File: src/rtl/wb_stage_if.sv
// Writeback-stage bus: cache-stage completion inputs, RF write/bypass, retire,
// exception/redirect outputs and the architectural RM0-RM2 registers.
interface wb_stage_if #(
  parameter int unsigned DATA_W  = 32,
  parameter int unsigned RADDR_W = 5,
  parameter int unsigned PC_W    = 32
);
  logic               in_valid;
  logic               in_write_rf;
  logic [RADDR_W-1:0] in_dest_rf;
  logic [DATA_W-1:0]  in_data;
  logic [PC_W-1:0]    in_pc;
  logic [3:0]         in_xcpt;
  logic [PC_W-1:0]    in_xcpt_addr;
  logic               iret;
  logic               redirect_ack;

  logic               rf_we;
  logic [RADDR_W-1:0] rf_waddr;
  logic [DATA_W-1:0]  rf_wdata;
  logic               bp_valid;
  logic [DATA_W-1:0]  bp_data;
  logic               retire_valid;
  logic [PC_W-1:0]    retire_pc;
  logic [31:0]        retire_count;
  logic               xcpt_flush;
  logic               redirect_valid;
  logic [PC_W-1:0]    redirect_pc;
  logic [PC_W-1:0]    rm0;
  logic [PC_W-1:0]    rm1;
  logic [PC_W-1:0]    rm2;

  modport master (
    output in_valid, in_write_rf, in_dest_rf, in_data, in_pc, in_xcpt, in_xcpt_addr, iret,
           redirect_ack,
    input  rf_we, rf_waddr, rf_wdata, bp_valid, bp_data, retire_valid, retire_pc, retire_count,
           xcpt_flush, redirect_valid, redirect_pc, rm0, rm1, rm2
  );

  modport slave (
    input  in_valid, in_write_rf, in_dest_rf, in_data, in_pc, in_xcpt, in_xcpt_addr, iret,
           redirect_ack,
    output rf_we, rf_waddr, rf_wdata, bp_valid, bp_data, retire_valid, retire_pc, retire_count,
           xcpt_flush, redirect_valid, redirect_pc, rm0, rm1, rm2
  );
endinterface

File: src/rtl/wb_stage.sv
// Writeback/commit stage: registers the RF write, retires and counts instructions,
// resolves exceptions into RM0-RM2 and sequences flush + redirect (exception or IRET).
module wb_stage #(
  parameter int unsigned     DATA_W          = 32,
  parameter int unsigned     RADDR_W         = 5,
  parameter int unsigned     PC_W            = 32,
  parameter logic [PC_W-1:0] XCPT_VECTOR     = 32'h2000,
  parameter int unsigned     FLUSH_CYCLES    = 3,
  parameter logic [31:0]     RETIRE_CNT_INIT = 32'h0
) (
  input logic       clock,
  input logic       reset,
  wb_stage_if.slave bus
);

  typedef enum logic [1:0] {StRun, StFlush, StRedirect} state_e;

  state_e             r_state, w_state_next;
  logic [3:0]         r_flush_cnt, w_flush_cnt;
  logic               r_is_iret, w_is_iret;
  logic               r_rf_we, w_rf_we;
  logic [RADDR_W-1:0] r_rf_waddr, w_rf_waddr;
  logic [DATA_W-1:0]  r_rf_wdata, w_rf_wdata;
  logic               r_retire_valid, w_retire_valid;
  logic [PC_W-1:0]    r_retire_pc, w_retire_pc;
  logic [31:0]        r_retire_count, w_retire_count;
  logic               r_xcpt_flush, w_xcpt_flush;
  logic               r_redirect_valid, w_redirect_valid;
  logic [PC_W-1:0]    r_redirect_pc, w_redirect_pc;
  logic [PC_W-1:0]    r_rm0, w_rm0;
  logic [PC_W-1:0]    r_rm1, w_rm1;
  logic [PC_W-1:0]    r_rm2, w_rm2;

  logic       w_xcpt;
  logic       w_retire;
  logic       w_iret;
  logic [2:0] w_cause;

  assign w_xcpt   = (r_state == StRun) && bus.in_valid && (bus.in_xcpt != 4'b0000);
  assign w_retire = (r_state == StRun) && bus.in_valid && (bus.in_xcpt == 4'b0000);
  assign w_iret   = w_retire && bus.iret;

  // Stage priority: the oldest stage (fetch) owns the exception.
  always_comb begin
    w_cause = 3'd4;
    if (bus.in_xcpt[3])      w_cause = 3'd1;
    else if (bus.in_xcpt[2]) w_cause = 3'd2;
    else if (bus.in_xcpt[1]) w_cause = 3'd3;
  end

  always_ff @(posedge clock or negedge reset) begin
    if (!reset) r_state <= StRun;
    else        r_state <= w_state_next;
  end

  always_comb begin
    w_state_next = r_state;
    case (r_state)
      StRun:      if (w_xcpt || w_iret) w_state_next = StFlush;
      StFlush:    if (r_flush_cnt == 4'd0) w_state_next = StRedirect;
      StRedirect: if (bus.redirect_ack) w_state_next = StRun;
      default:    w_state_next = StRun;
    endcase
  end

  always_comb begin
    w_flush_cnt    = r_flush_cnt;
    w_is_iret      = r_is_iret;
    w_rf_we        = 1'b0;
    w_rf_waddr     = r_rf_waddr;
    w_rf_wdata     = r_rf_wdata;
    w_retire_valid = 1'b0;
    w_retire_pc    = r_retire_pc;
    w_retire_count = r_retire_count;
    w_rm0          = r_rm0;
    w_rm1          = r_rm1;
    w_rm2          = r_rm2;
    case (r_state)
      StRun: begin
        if (w_retire) begin
          w_rf_we        = bus.in_write_rf && !bus.iret;
          w_rf_waddr     = bus.in_dest_rf;
          w_rf_wdata     = bus.in_data;
          w_retire_valid = 1'b1;
          w_retire_pc    = bus.in_pc;
          w_retire_count = r_retire_count + 32'd1;
        end
        if (w_xcpt) begin
          w_rm0 = bus.in_pc;
          w_rm1 = (w_cause == 3'd1 || w_cause == 3'd4) ? bus.in_xcpt_addr : '0;
          w_rm2 = {{(PC_W-3){1'b0}}, w_cause};
        end
        if (w_xcpt || w_iret) begin
          w_is_iret   = w_iret;
          w_flush_cnt = 4'(FLUSH_CYCLES - 1);
        end
      end
      StFlush: if (r_flush_cnt != 4'd0) w_flush_cnt = r_flush_cnt - 4'd1;
      default: ;
    endcase
    w_xcpt_flush     = (w_state_next == StFlush);
    w_redirect_valid = (w_state_next == StRedirect);
    w_redirect_pc    = '0;
    if (w_state_next == StRedirect) w_redirect_pc = r_is_iret ? r_rm0 : XCPT_VECTOR;
  end

  always_ff @(posedge clock or negedge reset) begin
    if (!reset) begin
      r_flush_cnt      <= '0;
      r_is_iret        <= 1'b0;
      r_rf_we          <= 1'b0;
      r_rf_waddr       <= '0;
      r_rf_wdata       <= '0;
      r_retire_valid   <= 1'b0;
      r_retire_pc      <= '0;
      r_retire_count   <= RETIRE_CNT_INIT;
      r_xcpt_flush     <= 1'b0;
      r_redirect_valid <= 1'b0;
      r_redirect_pc    <= '0;
      r_rm0            <= '0;
      r_rm1            <= '0;
      r_rm2            <= '0;
    end else begin
      r_flush_cnt      <= w_flush_cnt;
      r_is_iret        <= w_is_iret;
      r_rf_we          <= w_rf_we;
      r_rf_waddr       <= w_rf_waddr;
      r_rf_wdata       <= w_rf_wdata;
      r_retire_valid   <= w_retire_valid;
      r_retire_pc      <= w_retire_pc;
      r_retire_count   <= w_retire_count;
      r_xcpt_flush     <= w_xcpt_flush;
      r_redirect_valid <= w_redirect_valid;
      r_redirect_pc    <= w_redirect_pc;
      r_rm0            <= w_rm0;
      r_rm1            <= w_rm1;
      r_rm2            <= w_rm2;
    end
  end

  assign bus.rf_we          = r_rf_we;
  assign bus.rf_waddr       = r_rf_waddr;
  assign bus.rf_wdata       = r_rf_wdata;
  assign bus.bp_valid       = r_rf_we;
  assign bus.bp_data        = r_rf_wdata;
  assign bus.retire_valid   = r_retire_valid;
  assign bus.retire_pc      = r_retire_pc;
  assign bus.retire_count   = r_retire_count;
  assign bus.xcpt_flush     = r_xcpt_flush;
  assign bus.redirect_valid = r_redirect_valid;
  assign bus.redirect_pc    = r_redirect_pc;
  assign bus.rm0            = r_rm0;
  assign bus.rm1            = r_rm1;
  assign bus.rm2            = r_rm2;

endmodule

File: src/flat_wrapper.sv
// flat-port wrapper written by rule: the top's interface ports become plain ports
module wb_stage_flat 
#(
  parameter int unsigned     DATA_W          = 32,
  parameter int unsigned     RADDR_W         = 5,
  parameter int unsigned     PC_W            = 32,
  parameter logic [PC_W-1:0] XCPT_VECTOR     = 32'h2000,
  parameter int unsigned     FLUSH_CYCLES    = 3,
  parameter logic [31:0]     RETIRE_CNT_INIT = 32'h0
)
  (clock, reset, bus_in_valid, bus_in_write_rf, bus_in_dest_rf, bus_in_data, bus_in_pc, bus_in_xcpt, bus_in_xcpt_addr, bus_iret, bus_redirect_ack, bus_rf_we, bus_rf_waddr, bus_rf_wdata, bus_bp_valid, bus_bp_data, bus_retire_valid, bus_retire_pc, bus_retire_count, bus_xcpt_flush, bus_redirect_valid, bus_redirect_pc, bus_rm0, bus_rm1, bus_rm2);
  wb_stage_if #(.DATA_W(DATA_W), .RADDR_W(RADDR_W), .PC_W(PC_W)) bus_i ();
  input logic clock;
  input logic reset;
  input wire logic [$bits(bus_i.in_valid)-1:0] bus_in_valid;
  input wire logic [$bits(bus_i.in_write_rf)-1:0] bus_in_write_rf;
  input wire logic [$bits(bus_i.in_dest_rf)-1:0] bus_in_dest_rf;
  input wire logic [$bits(bus_i.in_data)-1:0] bus_in_data;
  input wire logic [$bits(bus_i.in_pc)-1:0] bus_in_pc;
  input wire logic [$bits(bus_i.in_xcpt)-1:0] bus_in_xcpt;
  input wire logic [$bits(bus_i.in_xcpt_addr)-1:0] bus_in_xcpt_addr;
  input wire logic [$bits(bus_i.iret)-1:0] bus_iret;
  input wire logic [$bits(bus_i.redirect_ack)-1:0] bus_redirect_ack;
  output wire logic [$bits(bus_i.rf_we)-1:0] bus_rf_we;
  output wire logic [$bits(bus_i.rf_waddr)-1:0] bus_rf_waddr;
  output wire logic [$bits(bus_i.rf_wdata)-1:0] bus_rf_wdata;
  output wire logic [$bits(bus_i.bp_valid)-1:0] bus_bp_valid;
  output wire logic [$bits(bus_i.bp_data)-1:0] bus_bp_data;
  output wire logic [$bits(bus_i.retire_valid)-1:0] bus_retire_valid;
  output wire logic [$bits(bus_i.retire_pc)-1:0] bus_retire_pc;
  output wire logic [$bits(bus_i.retire_count)-1:0] bus_retire_count;
  output wire logic [$bits(bus_i.xcpt_flush)-1:0] bus_xcpt_flush;
  output wire logic [$bits(bus_i.redirect_valid)-1:0] bus_redirect_valid;
  output wire logic [$bits(bus_i.redirect_pc)-1:0] bus_redirect_pc;
  output wire logic [$bits(bus_i.rm0)-1:0] bus_rm0;
  output wire logic [$bits(bus_i.rm1)-1:0] bus_rm1;
  output wire logic [$bits(bus_i.rm2)-1:0] bus_rm2;
  assign bus_i.in_valid = bus_in_valid;
  assign bus_i.in_write_rf = bus_in_write_rf;
  assign bus_i.in_dest_rf = bus_in_dest_rf;
  assign bus_i.in_data = bus_in_data;
  assign bus_i.in_pc = bus_in_pc;
  assign bus_i.in_xcpt = bus_in_xcpt;
  assign bus_i.in_xcpt_addr = bus_in_xcpt_addr;
  assign bus_i.iret = bus_iret;
  assign bus_i.redirect_ack = bus_redirect_ack;
  assign bus_rf_we = bus_i.rf_we;
  assign bus_rf_waddr = bus_i.rf_waddr;
  assign bus_rf_wdata = bus_i.rf_wdata;
  assign bus_bp_valid = bus_i.bp_valid;
  assign bus_bp_data = bus_i.bp_data;
  assign bus_retire_valid = bus_i.retire_valid;
  assign bus_retire_pc = bus_i.retire_pc;
  assign bus_retire_count = bus_i.retire_count;
  assign bus_xcpt_flush = bus_i.xcpt_flush;
  assign bus_redirect_valid = bus_i.redirect_valid;
  assign bus_redirect_pc = bus_i.redirect_pc;
  assign bus_rm0 = bus_i.rm0;
  assign bus_rm1 = bus_i.rm1;
  assign bus_rm2 = bus_i.rm2;
  wb_stage #(.DATA_W(DATA_W), .RADDR_W(RADDR_W), .PC_W(PC_W), .XCPT_VECTOR(XCPT_VECTOR), .FLUSH_CYCLES(FLUSH_CYCLES), .RETIRE_CNT_INIT(RETIRE_CNT_INIT)) u_core (.clock(clock), .reset(reset), .bus(bus_i));
endmodule
File: config.mk
export PLATFORM = sky130hd
export DESIGN_NAME = wb_stage_flat
export DESIGN_NICKNAME = d
export VERILOG_FILES = /design/src/rtl/wb_stage_if.sv /design/src/rtl/wb_stage.sv /design/src/flat_wrapper.sv
export SDC_FILE = /design/constraint.sdc
export NUM_CORES = 1
export LEC_CHECK = 0
export CORE_AREA = 2 2 145 147
export DETAILED_ROUTE_END_ITERATION = 8
export DIE_AREA = 0 0 147 149
export GPL_ROUTABILITY_DRIVEN = 0
export PLACE_DENSITY_LB_ADDON = 0.2
export SLEW_MARGIN = 20
export SYNTH_ARGS = -nofsm -noshare
export SYNTH_HDL_FRONTEND = slang
export SYNTH_SLANG_ARGS = --single-unit
File: constraint.sdc
create_clock -name clock -period 4.9 [get_ports clock]
set_input_delay 0.49 -clock clock [delete_from_list [all_inputs] [get_ports clock]]
set_output_delay 0.49 -clock clock [all_outputs]
set_load 0.02 [all_outputs]
Word level (Yosys, flattened, before mapping)

Index checks and enable logic that the tools add are counted.

Add/subtract/negate cells: 2
Equality and inequality tests: 8
Muxes and demuxes: 17
Reduce and logical (&&, ||, !) cells: 18

Operators with widths:

| cell                    | count |
|---|---|
| $mux W32                | 3 |
| $add A32 B1 Y32 const B | 1 |
| $mux W3                 | 3 |
| $logic_not A4 Y1        | 2 |
| $mux W4                 | 2 |
| $pmux W4 S2             | 1 |
| $reduce_bool A4 Y1      | 2 |
| $mux W2                 | 3 |
| $pmux W2 S3             | 1 |
| $reduce_and A2 Y1       | 3 |
| $logic_and A1 B1 Y1     | 5 |
| $eq A2 B1 Y1 const B    | 2 |
| $eq A2 B2 Y1 const B    | 2 |
| $mux W1                 | 4 |
| $sub A4 B1 Y4 const B   | 1 |
| $eq A3 B1 Y1 const B    | 1 |
| $eq A3 B3 Y1 const B    | 1 |
| $reduce_and A3 Y1       | 1 |
| $logic_not A2 Y1        | 1 |
| $logic_or A1 B1 Y1      | 2 |
| $ne A2 B1 Y1 const B    | 1 |
| $ne A2 B2 Y1 const B    | 1 |
| $reduce_bool A2 Y1      | 1 |
| $logic_not A1 Y1        | 1 |

Register bits after elaboration: 211
Output and inout port bits: 266

Logic depth before layout (Yosys ltp)

Gate-level depths: netlist of the first run.

Depth in word-level cells: 9
Mapped depth: 7
Gate-level depth less buffers: 6

Worst setup path before layout of the first run

No wires, ideal clock.

Path kind: input to register
Start: in bus_in_xcpt[1]
End: reg u_core.r_retire_count[23] (netlist: u_core.bus.retire_count[23])
Arrival: 2164 ps
Setup slack: 2656 ps
Stages: 7
Buffers on the path: 3
Path through: or4_1 buf_2 or3_1 buf_2 buf_6 nor4_2 xor2_1

Longest elaborated chain between the ends: 3

RTL lines:

| element                     | line               | text |
|---|---|---|
| start: declaration          | flat_wrapper.sv:20 | `input wire logic [$bits(bus_i.in_xcpt)-1:0] bus_in_xcpt;` |
| $logic_not A4 Y1            | wb_stage.sv:40     | `assign w_retire = (r_state == StRun) && bus.in_valid && (bus.in_xcpt == 4'b0000);` |
| $logic_and A1 B1 Y1         | wb_stage.sv:40     |  |
| $reduce_and A2 Y1 (no line) | n/a                |  |
| end signal: assignment      | wb_stage.sv:131    | `r_retire_count <= w_retire_count;` |
| end: declaration            | wb_stage.sv:26     | `logic [31:0] r_retire_count, w_retire_count;` |

Every way passes these cells.
A chain may end at the register's enable or synchronous reset.

Worst setup path after layout of the first run

Start: in bus_in_valid
End: reg u_core.r_retire_count[16] (netlist: u_core.bus.retire_count[16])

Longest elaborated chain between the ends: 3

RTL lines:

| element                           | line               | text |
|---|---|---|
| start: declaration                | flat_wrapper.sv:15 | `input wire logic [$bits(bus_i.in_valid)-1:0] bus_in_valid;` |
| $logic_and A1 B1 Y1 (2 in series) | wb_stage.sv:40     |  |
| $reduce_and A2 Y1 (no line)       | n/a                |  |

Every way passes these cells.

==> results by group, run 1 <==
Global routing
  • Vias in the first global route: 6810
  • Initial antenna violation count: 0
  • First-pass GRT wire length: 37600 um
  • Remaining Overflow, GRT: 0
  • Tot GR Track Use: 21.5%
  • Pin count of the biggest net entering global routing: 128

Detailed routing
  • Total vias in the final route: 6996
  • WL/cell: 16.1 um
  • DRC: 0
  • DRT iter0 DRCs: 285
  • Vias per inst: 4.69
  • Drt first pass iters: 5
  • Drt total wl: 24000 um
  • DRT antenna net count: 0

Finish
  • Multi-input logic area: 0.00288 mm2
  • FILL cells: 1718
  • Layout Cells excl Fill: 1493
  • Antenna Cells: 0
  • Nets@finish: 1316
  • Area Growth Syn to Fin: 47.2%
  • Share of cells above drive strength 1: 6.08%
  • Register area: 0.00528 mm2

Clock tree
  • Clock latency on the worst-skew pair: 500 ps
  • CTS root buf: clkbuf_16
  • CTS tree: built
  • Clock Pin Slew Worst Setup and Hold Paths: 60 ps
  • Num CTS Buffers: 23
  • Post-CTS resize count: 0
  • Number of H-tree levels: 1
  • Sink Count: 211
  • Setup Buffers After CTS: 0
  • Clock buffer depth: 3

Timing
  • Period utilization: 56.7%
  • Worst-margin pin slew: 1040 ps
  • Fmax: 360 MHz
  • Unrepaired setup endpoints after global routing: false
  • Worst Skew: 15.5 ps
  • Setup TNS: 0 ps
  • Worst rel slew slack: 30.9%
  • Setup violations, final: 0
  • Fin crit period: 2780 ps
  • Count of final hold-check violations: 0
  • Slew Limit Fails: 0

Floorplan
  • Num ports: 377
  • # rows: 53
  • Die Ht: 149 um
  • Initial Utilization: 42.4%
  • Die ar.: 0.0219 mm2
  • Core footprint: 0.0206 mm2
  • Die width: 147 um

Logic synthesis
  • Syn avg cell area: 9.70 um2
  • Cell count after synthesis: 900
  • Yosys reg bits: 211
  • Cell Area, Synth: 0.00873 mm2
  • Yosys cell types: 38
  • YS warnings: 0
  • Seq/Total Area, Yosys: 60.5%

Worst setup path
  • Worst-path cell chain: clkdlybuf4s50_1, nor3b_1, nand4_1, nor4_2, xor2_1
  • CP Class: input pin to flip-flop
  • CP Max Fanout: 14
  • CP endpoint kind: flip-flop
  • CP Data Arrival Time: 3200 ps
  • CP startpoint kind: input pin
  • Biggest cell delay along the critical path: 850 ps
  • Slowest cell on the critical path: nand4_1
  • Worst path required time: 5320 ps

Hold path
  • Min-delay worst type: flip-flop to flip-flop

Power
  • Leakage Power: 6.37 nW
  • Worst vdd ir: 340 uV
  • PD cells: 552 mW/mm2

Place
  • HPWL Detailed: 16800 um
  • Placed Cells: 1451
  • Port Buffers: 347

Run
  • Maxcap violations: 0

Run status
  • Outcome: completed
[sequential cells by signal, summed over array words and instances, names as in the netlist]
| name | count |
|---|---|
| u_core.bus.bp_valid | 1 |
| u_core.bus.rm1 | 32 |
| u_core.bus.rm0 | 32 |
| u_core.bus.retire_pc | 32 |
| u_core.r_is_iret | 1 |
| u_core.r_flush_cnt | 4 |
| u_core.bus.retire_valid | 1 |
| u_core.bus.rm2 | 3 |
| u_core.bus.rf_waddr | 5 |
| u_core.bus.xcpt_flush | 1 |
| u_core.bus.redirect_valid | 1 |
| u_core.bus.retire_count | 32 |
| u_core.r_state | 2 |
| u_core.bus.redirect_pc | 32 |
| u_core.bus.bp_data | 32 |
[final timing paths]
path	slack, ps	depth (start not counted)	startpoint	end
max	2120	5	bus_in_valid	u_core.bus.retire_count[16]
min	460	2	u_core.bus.rm1[7]	u_core.bus.rm1[7]
max reg2reg	2180	4	u_core.r_state[0]	u_core.bus.retire_count[16]
min reg2reg	460	2	u_core.bus.rm1[7]	u_core.bus.rm1[7]
max in group asynchronous	3210	3	reset	u_core.bus.retire_pc[1]
min in group asynchronous	560	2	reset	u_core.bus.retire_count[25]
[critical path: cells and delay by family]
family,cells,cell delay [ps]
simple gates,3,2050
xor+xnor,1,180
buf+inv,1,480
[layout by cell type, fill, tap and decap left out, types with 3 or more instances in the layout]
cell	Yosys	routed
clkbuf_8	0	7
o21ai_0	5	5
inv_1	10	10
and3_1	34	34
clkdlybuf4s50_1	0	346
nor4_1	5	5
nor2_1	6	5
clkbuf_16	0	23
nor4_2	11	11
nor4_4	3	3
and4_1	3	3
ha_1	3	3
dfrtp_1	211	211
nand2_1	387	385
xor2_1	24	24
clkinv_2	0	8
nor3_1	8	8
buf_4	62	8
xnor2_1	7	7
conb_1	1	29
nor3b_1	3	3
nand3_1	47	47
nand4_1	4	4
[cell families (layout without fill, tap and decap cells)]
logic type               count (synthesis)  after routing  synth area share, %
multiplexers                             1              1                0.129
adder cells (fa/ha/maj)                  3              3                0.430
buffers and inverters                  119            409                 7.92
flip-flops                             211            211                 60.5
AND/OR/NAND/NOR                        521            521                 26.9
XOR/XNOR                                31             31                 3.11
AO/OA/AOI/OAI                           13             13                0.961
other                                    1             29               0.0430
[through the flow]
stage / power (W) / util [%] / hold WS [ps] / setup slack (ps) / cell area (um2)
floorplan: 0.00406 / - / 194 / 2660 / 8830
global placement: 0.00546 / 58.9 / 449 / 1570 / 12100
detailed placement: 0.00551 / 58.9 / 454 / 1600 / 12100
CTS: 0.00718 / 62.5 / 468 / 2110 / 12800
global route: 0.00749 / 62.5 / 486 / 1880 / 12800
finish: 0.00709 / 62.5 / 461 / 2120 / 12800
[cell type report]
class / count / area share, %
tap: 275 / 2.68
inverter: 11 / 0.322
clock buffer: 31 / 5.26
sequential: 211 / 41.1
timing repair buffer: 357 / 27.8
multi-input combinational: 598 / 22.4
clock inverter: 10 / 0.429
[cells in the mapped netlist]
| master | n | area (um2) |
|---|---|---|
| a21boi_0 | 1 | 7.51 |
| a21oi_1 | 2 | 10.0 |
| a22o_1 | 2 | 17.5 |
| and3_1 | 34 | 213 |
| and4_1 | 3 | 26.3 |
| buf_1 | 15 | 56.3 |
| buf_2 | 3 | 15.0 |
| buf_4 | 62 | 465 |
| buf_6 | 1 | 11.3 |
| clkbuf_1 | 27 | 101 |
| conb_1 | 1 | 3.75 |
| dfrtp_1 | 211 | 5280 |
| ha_1 | 3 | 37.5 |
| inv_1 | 10 | 37.5 |
| inv_2 | 1 | 3.75 |
| mux2_2 | 1 | 11.3 |
| nand2_1 | 387 | 1450 |
| nand2b_1 | 1 | 6.26 |
| nand3_1 | 47 | 235 |
| nand3b_1 | 1 | 7.51 |
| nand4_1 | 4 | 25.0 |
| nand4_2 | 1 | 12.5 |
| nor2_1 | 6 | 22.5 |
| nor2b_1 | 1 | 6.26 |
| nor3_1 | 8 | 40.0 |
| nor3b_1 | 3 | 22.5 |
| nor4_1 | 5 | 31.3 |
| nor4_2 | 11 | 138 |
| nor4_4 | 3 | 63.8 |
| o211ai_1 | 1 | 7.51 |
| o21ai_0 | 5 | 25.0 |
| o21bai_1 | 1 | 7.51 |
| o22a_1 | 1 | 8.76 |
| or3_1 | 2 | 12.5 |
| or3b_2 | 2 | 17.5 |
| or4_1 | 2 | 15.0 |
| xnor2_1 | 7 | 61.3 |
| xor2_1 | 24 | 210 |
[what timing repair did]
action                     in CTS  in global routing
hold buffers                    1                  0
setup endpoints to repair       0                  0
hold endpoints to repair       10                  0
[report_power, final]
part / total, W / switching (W) / leakage (nW) / internal [W]
Sequential: 0.00261 / 0.000366 / 2.77 / 0.00225
Clock: 0.00165 / 0.000682 / 0.367 / 0.000964
Combinational: 0.00283 / 0.00155 / 3.24 / 0.00128
Total: 0.00709 / 0.00259 / 6.37 / 0.00449
[layer usage]
metal  vias to the layer above  wire length [um]  track usage, %
met5                         -                 0               0
met4                         0               588            6.35
met3                        38              1940            5.96
met2                       266             11400            35.6
met1                      3310             10000            28.0
li1                       3382                 -               -
Power figures use the tool's default switching activity.
==> run 2, diff against run 1 <==
CORE_AREA = default   (was 2 2 145 147)
CORE_UTILIZATION = 38   (was default)
DIE_AREA = default   (was 0 0 147 149)
clock period = 2.25 ns   (was 4.9 ns; I/O delays follow)
==> results by group, run 2 (synthesized netlist as in run 1, its figures left out) <==
Clock tree
  • Sink Count: 211
  • Clock buffer depth: 3
  • Clock Pin Slew Worst Setup and Hold Paths: 60 ps
  • Num CTS Buffers: 24
  • CTS root buf: clkbuf_16
  • Number of H-tree levels: 1
  • Clock latency on the worst-skew pair: 510 ps
  • CTS tree: built

Worst setup path
  • CP Class: input pin to flip-flop
  • CP Data Arrival Time: 2450 ps
  • Worst flop-to-flop path startpoint: u_core.bus.retire_count[13]
  • CP Max Fanout: 23
  • Worst-path cell chain: clkdlybuf4s50_1, or4_1, or3_1, buf_12, nor4_1, xor2_1
  • R2R cell count: 5
  • CP endpoint kind: flip-flop
  • R2R setup slack: 250 ps
  • Top Family by Delay on Critical Path: simple AND/OR/NAND/NOR gates
  • FF-to-FF End: u_core.bus.retire_count[27]
  • Slowest cell on the critical path: or4_1
  • Biggest cell delay along the critical path: 650 ps
  • Worst path required time: 2680 ps
  • CP startpoint kind: input pin
  • Buf+Inv Stages, Crit Path: 2

Detailed routing
  • WL/cell: 16.2 um
  • Drt total wl: 24900 um
  • Vias per inst: 4.68
  • DRC: 0
  • Total vias in the final route: 7204
  • Drt first pass iters: 4
  • DRT iter0 DRCs: 318
  • DRT antenna net count: 0

Global routing
  • Remaining Overflow, GRT: 0
  • First-pass GRT wire length: 39700 um
  • Tot GR Track Use: 21.2%
  • Pin count of the biggest net entering global routing: 67
  • Initial antenna violation count: 0
  • Vias in the first global route: 7189

Floorplan
  • Die width: 154 um
  • Die ar.: 0.0236 mm2
  • Initial Utilization: 38.7%
  • Die Ht: 154 um
  • Core footprint: 0.0226 mm2
  • Num ports: 377
  • # rows: 55

Place
  • Placed Cells: 1498
  • HPWL Detailed: 17600 um
  • Port Buffers: 347

Timing
  • Unrepaired setup endpoints after global routing: false
  • Setup TNS: 0 ps
  • Worst Skew: 8.25 ps
  • Fin crit period: 2020 ps
  • Fmax: 495 MHz
  • Worst-margin pin slew: 756 ps
  • Setup violations, final: 0
  • Worst rel slew slack: 49.6%
  • Count of final hold-check violations: 0
  • Period utilization: 89.8%
  • Slew Limit Fails: 0

Power
  • Worst vdd ir: 637 uV
  • Leakage Power: 6.62 nW
  • Switching pwr: 0.00576 W
  • Seq pwr share: 35.3%
  • Clk pwr share: 24.4%
  • PD cells: 1210 mW/mm2
  • Cell-internal power: 0.0103 W
  • Switching fraction of total power: 35.9%
  • Comb power frac: 40.4%

Finish
  • Area Growth Syn to Fin: 52.6%
  • FILL cells: 1979
  • Most frequent cells in the layout: nand2_1 (385), clkdlybuf4s50_1 (346), dfrtp_1 (211)
  • Most common cell after layout, fill and taps aside: nand2_1
  • Layout Utilization: 59.0%
  • Antenna Cells: 0
  • Nets@finish: 1354
  • Layout Cells excl Fill: 1540
  • Share of cells above drive strength 1: 8.76%

Hold path
  • Min-delay worst type: input pin to flip-flop
  • WHS Path Cells: 3
  • Hold EP: u_core.bus.rf_waddr[3]
  • Worst hold path startpoint: bus_in_dest_rf[3]

Run status
  • Outcome: completed

Run
  • Maxcap violations: 0
==> run 2: worst max path at each step <==
| stage | start | endpoint | slack [ps] | depth (start not counted) |
|---|---|---|---|---|
| 2_1_floorplan | u_core.bus.retire_count[9] | u_core.bus.retire_count[23] | 70 | 5 |
| 3_3_place_gp | bus_in_xcpt[1] | u_core.bus.retire_count[31] | -280 | 6 |
| 3_5_place_dp | bus_in_xcpt[1] | u_core.bus.retire_count[14] | -270 | 7 |
| 4_1_cts | u_core.bus.retire_count[13] | u_core.bus.retire_count[31] | 240 | 5 |
| 5_1_grt | u_core.bus.retire_count[13] | u_core.bus.retire_count[31] | 80 | 5 |
| 6_report | bus_in_xcpt[1] | u_core.bus.retire_count[27] | 230 | 6 |
==> run 2: cell type report <==
class | count | area [um2] | area share (%)
Sequential cell | 211 | 5280 | 39.7
Inverter | 11 | 41.3 | 0.310
Clock inverter | 7 | 62.6 | 0.470
Tap cell | 285 | 357 | 2.68
Timing Repair Buffer | 394 | 3960 | 29.7
Clock buffer | 34 | 739 | 5.55
Multi-Input combinational cell | 598 | 2880 | 21.6
==> run 2: per-stage QoR <==
stage / total power, W / hold slack [ps] / setup WS (ps) / instance area (um2)
floorplan: 0.00884 / -70.6 / 68.3 / 8830
global placement: 0.0121 / 225 / -280 / 12500
detailed placement: 0.0122 / 220 / -270 / 12500
CTS: 0.0162 / 226 / 243 / 13300
global route: 0.0169 / 239 / 75.5 / 13300
finish: 0.0160 / 248 / 230 / 13300
==> run 2: worst reg2reg max path: stages (launching register included) <==
cell and delay (ps):
dfrtp_1 470, nand4_1 160, or4_1 550, buf_4 230
nor4_1 340, xor2_1 180
==> run 2: layer usage <==
metal | share of wire [%] | track usage (%)
met3 | 8.7 | 6.23
met5 | 0 | 0
met1 | 41 | 26.7
met4 | 2.5 | 5.95
met2 | 48 | 35.3
==> run 2: power groups by stage <==
stage / sequential, W / combinational [W] / clock, W
floorplan: 0.00687 / 0.00197 / 0
global placement: 0.00567 / 0.00646 / 0
detailed placement: 0.00572 / 0.00652 / 0
CTS: 0.00567 / 0.00654 / 0.00400
global route: 0.00581 / 0.00695 / 0.00416
finish: 0.00566 / 0.00648 / 0.00391
==> run 2: repair_timing <==
action / 4_1_cts / 5_1_grt
endpoints found under the hold margin: 62 / 0
buffers inserted: 0 / 0
setup endpoints to repair: 0 / 0
gates resized for setup: 0 / 0
hold buffers: 1 / 0
